==> src/rtl/accelerator_read_heads_parser.sv <==
// accelerator_read_heads_parser: splits DNC read-head interface words into key, strength, free-gate and mode streams
module accelerator_read_heads_parser #(
  parameter int DATA_SIZE = 64,
  parameter int CONTROL_SIZE = 64,
  parameter int R = 4,
  parameter int W = 8
) (
  input  logic                    clk,
  input  logic                    rst,
  input  logic                    start,
  output logic                    ready,
  input  logic [DATA_SIZE-1:0]    size_r_in,
  input  logic [DATA_SIZE-1:0]    size_w_in,
  input  logic [DATA_SIZE-1:0]    data_in,
  input  logic                    data_in_valid,
  output logic                    data_in_ready,
  output logic [DATA_SIZE-1:0]    k_out,
  output logic                    k_out_i_enable,
  output logic                    k_out_k_enable,
  output logic [DATA_SIZE-1:0]    beta_out,
  output logic                    beta_out_enable,
  output logic [DATA_SIZE-1:0]    f_out,
  output logic                    f_out_enable,
  output logic [DATA_SIZE-1:0]    pi_out,
  output logic                    pi_out_i_enable,
  output logic                    pi_out_p_enable,
  output logic [CONTROL_SIZE-1:0] head_index
);
  localparam int IB = R > 1 ? $clog2(R) : 1;
  localparam int KB = W > 1 ? $clog2(W) : 1;
  localparam logic [2:0] IDLE = 3'd0, KEY = 3'd1, BETA = 3'd2, FREE = 3'd3, MODE = 3'd4, DONE = 3'd5;
  logic [2:0] state;
  logic [IB-1:0] i, r_last;
  logic [KB-1:0] k, w_last;
  logic [1:0] p;
  logic [DATA_SIZE-1:0] r_clamp, w_clamp;
  logic acc;
  assign r_clamp = size_r_in > DATA_SIZE'(R) ? DATA_SIZE'(R) : size_r_in;
  assign w_clamp = size_w_in > DATA_SIZE'(W) ? DATA_SIZE'(W) : size_w_in;
  assign data_in_ready = state == KEY || state == BETA || state == FREE || state == MODE;
  assign ready = state == DONE;
  assign acc = data_in_valid && data_in_ready;
  // r and w are held as last-index values so the counters compare at their own width
  always_ff @(posedge clk or negedge rst)
    if (!rst) begin
      state <= IDLE;
      i <= '0;
      k <= '0;
      p <= '0;
      r_last <= '0;
      w_last <= '0;
      k_out <= '0;
      beta_out <= '0;
      f_out <= '0;
      pi_out <= '0;
      head_index <= '0;
      {k_out_i_enable, k_out_k_enable, beta_out_enable, f_out_enable, pi_out_i_enable, pi_out_p_enable} <= '0;
    end else begin
      {k_out_i_enable, k_out_k_enable, beta_out_enable, f_out_enable, pi_out_i_enable, pi_out_p_enable} <= '0;
      if (acc) head_index <= CONTROL_SIZE'(i);
      case (state)
        IDLE: if (start) begin
          r_last <= IB'(r_clamp - 1'b1);
          w_last <= KB'(w_clamp - 1'b1);
          i <= '0;
          k <= '0;
          p <= '0;
          state <= (r_clamp == '0 || w_clamp == '0) ? DONE : KEY;
        end
        KEY: if (acc) begin
          k_out <= data_in;
          k_out_k_enable <= 1'b1;
          k_out_i_enable <= k == '0;
          k <= k == w_last ? '0 : k + 1'b1;
          state <= k == w_last ? BETA : KEY;
        end
        BETA: if (acc) begin
          beta_out <= data_in;
          beta_out_enable <= 1'b1;
          state <= FREE;
        end
        FREE: if (acc) begin
          f_out <= data_in;
          f_out_enable <= 1'b1;
          p <= '0;
          state <= MODE;
        end
        MODE: if (acc) begin
          pi_out <= data_in;
          pi_out_p_enable <= 1'b1;
          pi_out_i_enable <= p == 2'd0;
          p <= p == 2'd2 ? 2'd0 : p + 1'b1;
          if (p == 2'd2) begin
            state <= i == r_last ? DONE : KEY;
            i <= i == r_last ? i : i + 1'b1;
            k <= '0;
          end
        end
        default: state <= IDLE;
      endcase
    end
endmodule

==> config.mk <==
export PLATFORM = sky130hd
export DESIGN_NAME = accelerator_read_heads_parser
export DESIGN_NICKNAME = d
export VERILOG_FILES = /design/src/rtl/accelerator_read_heads_parser.sv
export SDC_FILE = /design/constraint.sdc
export NUM_CORES = 1
export LEC_CHECK = 0
export ABC_AREA = 1
export BUFFER_PORTS_ARGS = -buffer_cell sky130_fd_sc_hd__buf_2
export CAP_MARGIN = 20
export CORE_AREA = 4 4 204 206
export CTS_CLUSTER_DIAMETER = 40
export DETAILED_ROUTE_END_ITERATION = 7
export DIE_AREA = 0 0 208 210
export PLACE_DENSITY_LB_ADDON = 0.12
export SLEW_MARGIN = 0
export SYNTH_ARGS = -nofsm -noshare
export SYNTH_HDL_FRONTEND = slang
export SYNTH_SLANG_ARGS = --single-unit
==> constraint.sdc <==
create_clock -name clk -period 1.6 [get_ports clk]
set_input_delay 0.08 -clock clk [delete_from_list [all_inputs] [get_ports clk]]
set_output_delay 0.08 -clock clk [all_outputs]
set_load 0.005 [all_outputs]
Word-level counts from Yosys, hierarchy flattened
Cells that the tools add are included.
W data, S select, Z words.
{"block": "totals", "reg_bits": 279, "in_bits": 196, "out_inout_bits": 328, "wordCells": 97}
{"block": "classes", "addsub": 5, "order_cmp": 2, "eq_ne": 15, "n_mux": 36, "n_reduce_logical": 22}
{"operator": "$logic_not A64 Y1", "n": 2}
{"operator": "$mux W64", "n": 2}
{"operator": "$gt A64 B3 Y1 const B", "n": 1}
{"operator": "$gt A64 B4 Y1 const B", "n": 1}
{"operator": "$mux W3", "n": 13}
{"operator": "$mux W2", "n": 8}
{"operator": "$pmux W3 S5", "n": 1}
{"operator": "$ne A2 B2 Y1 const B", "n": 6}
{"operator": "$reduce_and A2 Y1", "n": 5}
{"operator": "$reduce_and A5 Y1", "n": 2}
{"operator": "$mux W1", "n": 9}
{"operator": "$pmux W3 S3", "n": 1}
{"operator": "$eq A3 B2 Y1 const B", "n": 2}
{"operator": "$eq A3 B3 Y1 const B", "n": 2}
{"operator": "$logic_not A3 Y1", "n": 2}
{"operator": "$pmux W2 S3", "n": 1}
{"operator": "$reduce_and A6 Y1", "n": 1}
{"operator": "$reduce_bool A3 Y1", "n": 2}
{"operator": "$add A2 B1 Y2 const B", "n": 2}
{"operator": "$logic_or A1 B1 Y1", "n": 4}
{"operator": "$pmux W2 S2", "n": 1}
{"operator": "$reduce_and A4 Y1", "n": 1}
{"operator": "$add A3 B1 Y3 const B", "n": 1}
{"operator": "$eq A3 B1 Y1 const B", "n": 1}
{"operator": "other kinds (9)", "n": 9}

Logic depth before layout (Yosys ltp)
{"block": "logic_depth", "depth_word": 7, "depth_mapped": 15, "depth_no_buf": 15}

Least setup slack after synthesis
OpenSTA, ideal clock, no wires.
{"block": "synth_timing", "kind": "register -> register", "from": "register state[0]", "to": "register pi_out[47]", "arrival_ns": 1.342, "required_ns": 1.481, "slack_ns": 0.139, "stages_incl_launch_ff": 11, "path_buffers": 2, "cell_sequence": "dfrtp_1 > nor2_4 > inv_4 > nor2_8 > inv_2 > nor2_4 > inv_2 > buf_6 > buf_4 > nand2_1 > o21ai_2"}
{"block": "synth_via", "elab_chain_cells": 6, "elab_cells_between_ends": 9, "cone_classes": "eq/ne: 4; reduce/logical: 5"}
{"item": "from (decl)", "line_no": "32", "rtl": "logic [2:0] state;"}
{"item": "from (signal assigned)", "line_no": "68", "rtl": "state <= (r_clamp == '0 || w_clamp == '0) ? DONE : KEY;"}
{"item": "from (signal assigned)", "line_no": "75", "rtl": "state <= k == w_last ? BETA : KEY;"}
{"item": "from (signal assigned)", "line_no": "94", "rtl": "state <= i == r_last ? DONE : KEY;"}
{"item": "$eq A3 B1 Y1 or $eq A3 B2 Y1 (tied branches)", "line_no": "40", "rtl": "assign data_in_ready = state == KEY || state == BETA || state == FREE || state == MODE;"}
{"item": "$logic_or A1 B1 Y1 (3 in a row)", "line_no": "40"}
{"item": "$logic_and A1 B1 Y1", "line_no": "42", "rtl": "assign acc = data_in_valid && data_in_ready;"}
{"item": "$reduce_and A2 Y1 (no source line) *"}
{"item": "to (signal assigned)", "line_no": "89", "rtl": "pi_out <= data_in;"}
{"item": "to (decl)", "line_no": "24", "rtl": "output logic [DATA_SIZE-1:0] pi_out,"}
Mark *: on every way between the ends. The rest lies on a longest branch, timed or not.
A chain may end at the register's enable or synchronous reset.

Worst setup path in the final report
{"block": "layout_timing", "from": "register state[1]", "to": "output data_in_ready"}
{"block": "layout_via", "elab_chain_cells": 4, "elab_cells_between_ends": 7, "cone_classes": "eq/ne: 4; reduce/logical: 3"}
{"item": "$eq A3 B1 Y1 or $eq A3 B2 Y1 (tied branches)", "line_no": "40"}
{"item": "$logic_or A1 B1 Y1 (2 in a row)", "line_no": "40"}
{"item": "$logic_or A1 B1 Y1 *", "line_no": "40"}
{"item": "to (decl)", "line_no": "16", "rtl": "output logic data_in_ready,"}
Marks and branches as above.

==> flow_metrics.py <==
metrics = {
    "synthesis": {
        "postSynthCellCount": 1229,
        "yosysTopAreaCellShare": 0.596,
        "synth-seq-cells": 279,
        "yosysWarnings": 0,
        "yosysSeqAreaShare": 0.596,
        "synth_cell_types": 34,
        "synth_largest_area_cell": "dfrtp_1",
        "syn_area_um2": 11700,
        "synth_top_cells_by_area": "dfrtp_1, nand2_1, o21ai_1, o21ai_2, buf_4",
        "synth.avg_cell_area_um2": 9.54,
    },
    "layout": {
        "syn2layout_area_growth_pct": 48.1,
        "fin_nets": 2015,
        "diodes": 0,
        "utilization": 0.438,
        "drive_gt1_frac": 0.379,
    },
    "routing": {
        "wirelength_mm": 39.2,
        "wl_per_cell_um": 16.5,
        "via_per_inst": 4.22,
        "drc": 0,
        "drtIter0Drc": 442,
        "routed-via-count": 10000,
        "drt_first_pass_iters": 5,
        "final_antenna_net_count": 0,
    },
    "min_path": {
        "hold_class": "input port to flip-flop",
        "hold_end": "w_last[0]",
        "min_from": "size_w_in[0]",
        "hold_path_depth": 5,
    },
    "sta": {
        "final-max-slew-violation-count": 0,
        "finalSetupTns_ns": -2.16,
        "max_freq_ghz": 0.594,
        "finalHoldViolations": 0,
        "fin_crit_sh": 1.05,
        "rsz0062_at_grt": "true",
        "layout_min_cycle_time_ns": 1.68,
        "setup_slack_ns": -0.0832,
        "clock_skew_ns": 0.0162,
        "setup_viol": 89,
    },
    "power": {
        "power_mw": 33.5,
        "leakagePower_nw": 9.23,
        "peakVddDrop_uv": 901,
        "p_per_area_nw_per_um2": 1930,
    },
    "worst_setup_path": {
        "cp.required_ns": 1.52,
        "startpoint_type": "flip-flop",
        "reg2reg_slack_ns": -0.05,
        "critical_path_class": "flip-flop to primary output",
        "worst_r2r_path_depth": 10,
        "cp_data_arrival_time_ns": 1.60,
        "crit_slowest_cell": "dfrtp_2",
        "regToRegEndpoint": "pi_out[60]",
        "end_kind": "primary output",
        "cp_max_fo": 3,
        "path_cells": "inv_4 -> nor2_4 -> nand2_2 -> buf_6 -> nand4_1 -> buf_2",
        "worst_r2r_startpoint": "state[1]",
        "critPathMaxStageDelay_ns": 0.45,
    },
    "clock_network": {
        "cts_root_buf": "clkbuf_16",
        "clock_sinks": 279,
        "cts_tree": "yes",
        "htreeDepth": 2,
        "cts_buffer_depth": 3,
        "cts_made_buffers": 48,
        "clock_latency_ns": 0.57,
        "clkTransAtPathRegs_ns": 0.05,
    },
    "global_routing": {
        "grt_use_met1": 0.209,
        "use_met2": 0.288,
        "overflow": 0,
        "grt_most_used_layer": "met2",
        "grt_use_met3": 0.0457,
        "antenna_found_initial": 0,
        "grt_use_total": 0.168,
        "grt_max_degree": 72,
        "grt_pass1_vias": 10200,
        "grt_pass1_wl_mm": 58.8,
    },
    "placed_design": {
        "numPortBuffers": 461,
        "place_congestion": 0.775,
        "dpl.hpwl_mm": 27.3,
    },
    "floorplan": {
        "ioPinCount": 524,
        "initial_core_util": 0.296,
        "dieArea_um2": 43700,
        "row_count": 73,
        "core-area_um2": 39600,
        "die_h_um": 210,
        "die_w_um": 208,
    },
    "job": {
        "drv_cap": 0,
    },
    "outcome": {
        "status": "complete, but fails checks",
        "violations": "setup timing",
    },
}
-- routing by layer --
layer  wire [µm]  up-vias  share of wire
li1            -     5002              -
met1       16100     4627           0.41
met2       19400      368           0.50
met3        2770       48          0.071
met4         814        0          0.021
met5           0        -              0
-- placed cells by master, fill, tap and decap left out, types with 4 or more instances in the layout --
cell and n:
buf_2 457, clkbuf_16 54, o21ai_2 60, inv_2 4
inv_4 5, nor2_2 5, clkinv_2 10, xnor2_1 6
nand3_1 8, o21ai_0 79, clkbuf_1 7, nor2_1 86
buf_12 15, nand2_1 326, inv_1 80, nor2_4 5
clkinv_4 5, buf_4 34, dfrtp_1 276, buf_6 5
o21ai_1 131, nand2_2 7, clkbuf_8 5, bufinv_16 5
conb_1 62, dlygate4sd3_1 72
-- critical path, delay by kind of cell (launching register included) --
family	cells	cell delay, ns
DFF	1	0.45
and+or+nand+nor	3	0.25
buffers and inverters	3	0.35
-- final cells by class --
cell class	instances	area (µm²)
inverter	92	378
clock inverter	27	324
multi-input combinational	801	3840
tap	525	657
fill	3954	22300
timing repair buffer	593	3850
clock buffer	61	1320
sequential	279	6990
-- kinds of logic (layout without fill, tap and decap cells) --
family / count (synthesis) / in the layout / share of synthesized area
XOR/XNOR: 6 / 6 / 0.00448
buffers and inverters: 210 / 773 / 0.103
AND/OR/NAND/NOR: 448 / 448 / 0.151
flip-flops: 279 / 279 / 0.596
adder cells (fa/ha/maj): 4 / 4 / 0.00427
other: 1 / 62 / 0.000320
AO/OA/AOI/OAI: 281 / 281 / 0.141
-- sequential cells by signal (all words and copies together) (netlist names), 3 cells and up --
signal	cells
w_last	3
pi_out	64
beta_out	64
f_out	64
k	3
k_out	64
state	3
-- power breakdown --
group          internal [mW]  total (mW)  switching [mW]  leakage [nW]
sequential              10.4        12.3            1.90          3.50
combinational           5.03        10.8            5.80          4.92
clock                   6.70        10.4            3.66         0.808
total                   22.1        33.5            11.4          9.23
-- worst max path at each step --
| stage | end | startpoint | slack (ns) | cells past startpoint |
|---|---|---|---|---|
| 3_3_place_gp | state[2] | size_r_in[31] | -0.20 | 16 |
| 5_1_grt | data_in_ready | state[1] | -0.16 | 6 |
| 2_1_floorplan | pi_out[47] | state[0] | 0.14 | 10 |
| 3_5_place_dp | state[2] | size_r_in[31] | -0.23 | 16 |
| 4_1_cts | data_in_ready | state[1] | -0.20 | 6 |
| 6_report | data_in_ready | state[1] | -0.08 | 6 |
-- per-stage QoR --
stage                     hold slack [ns]  worst slack, ns  std cells  area [µm²]
after floorplan                    -0.216            0.139       1290       12000
after global placement             0.0180           -0.204       2196       14600
after detailed placement           0.0212           -0.232       2196       14600
after CTS                           0.133           -0.200       2361       17000
after global routing                0.149           -0.164       2378       17400
final                               0.119          -0.0832       2378       17400
-- synthesized netlist by cell type --
| cell type | n |
|---|---|
| nand4_1 | 3 |
| ha_1 | 4 |
| a31oi_1 | 1 |
| conb_1 | 1 |
| o21ai_1 | 128 |
| inv_4 | 1 |
| nor2_1 | 88 |
| o21ai_0 | 82 |
| nor3_1 | 1 |
| nand3b_1 | 2 |
| inv_1 | 82 |
| buf_2 | 29 |
| o2111ai_1 | 1 |
| nand3_1 | 8 |
| a21oi_1 | 3 |
| o21ai_2 | 60 |
| a21oi_2 | 1 |
| dfrtp_1 | 279 |
| buf_6 | 19 |
| nand3_4 | 1 |
| nand2_1 | 334 |
| o22ai_1 | 2 |
| o221ai_1 | 1 |
| nor2_8 | 1 |
| o31ai_1 | 1 |
| buf_4 | 64 |
| inv_2 | 9 |
| nor2_4 | 2 |
| nor2_2 | 6 |
| xnor2_1 | 6 |
| or2_2 | 1 |
| o211ai_1 | 1 |
| clkbuf_1 | 6 |
| nand2_2 | 1 |
-- repair_timing --
action                                  CTS  global route
endpoints found under the hold margin   549             0
resized for setup                         4            40
pin swaps                                 3            13
hold buffers                             74             0
cloned                                    0             7
endpoints found under the setup margin    2           163
buffers inserted                          3            13
(Power assumes the default switching activity.)
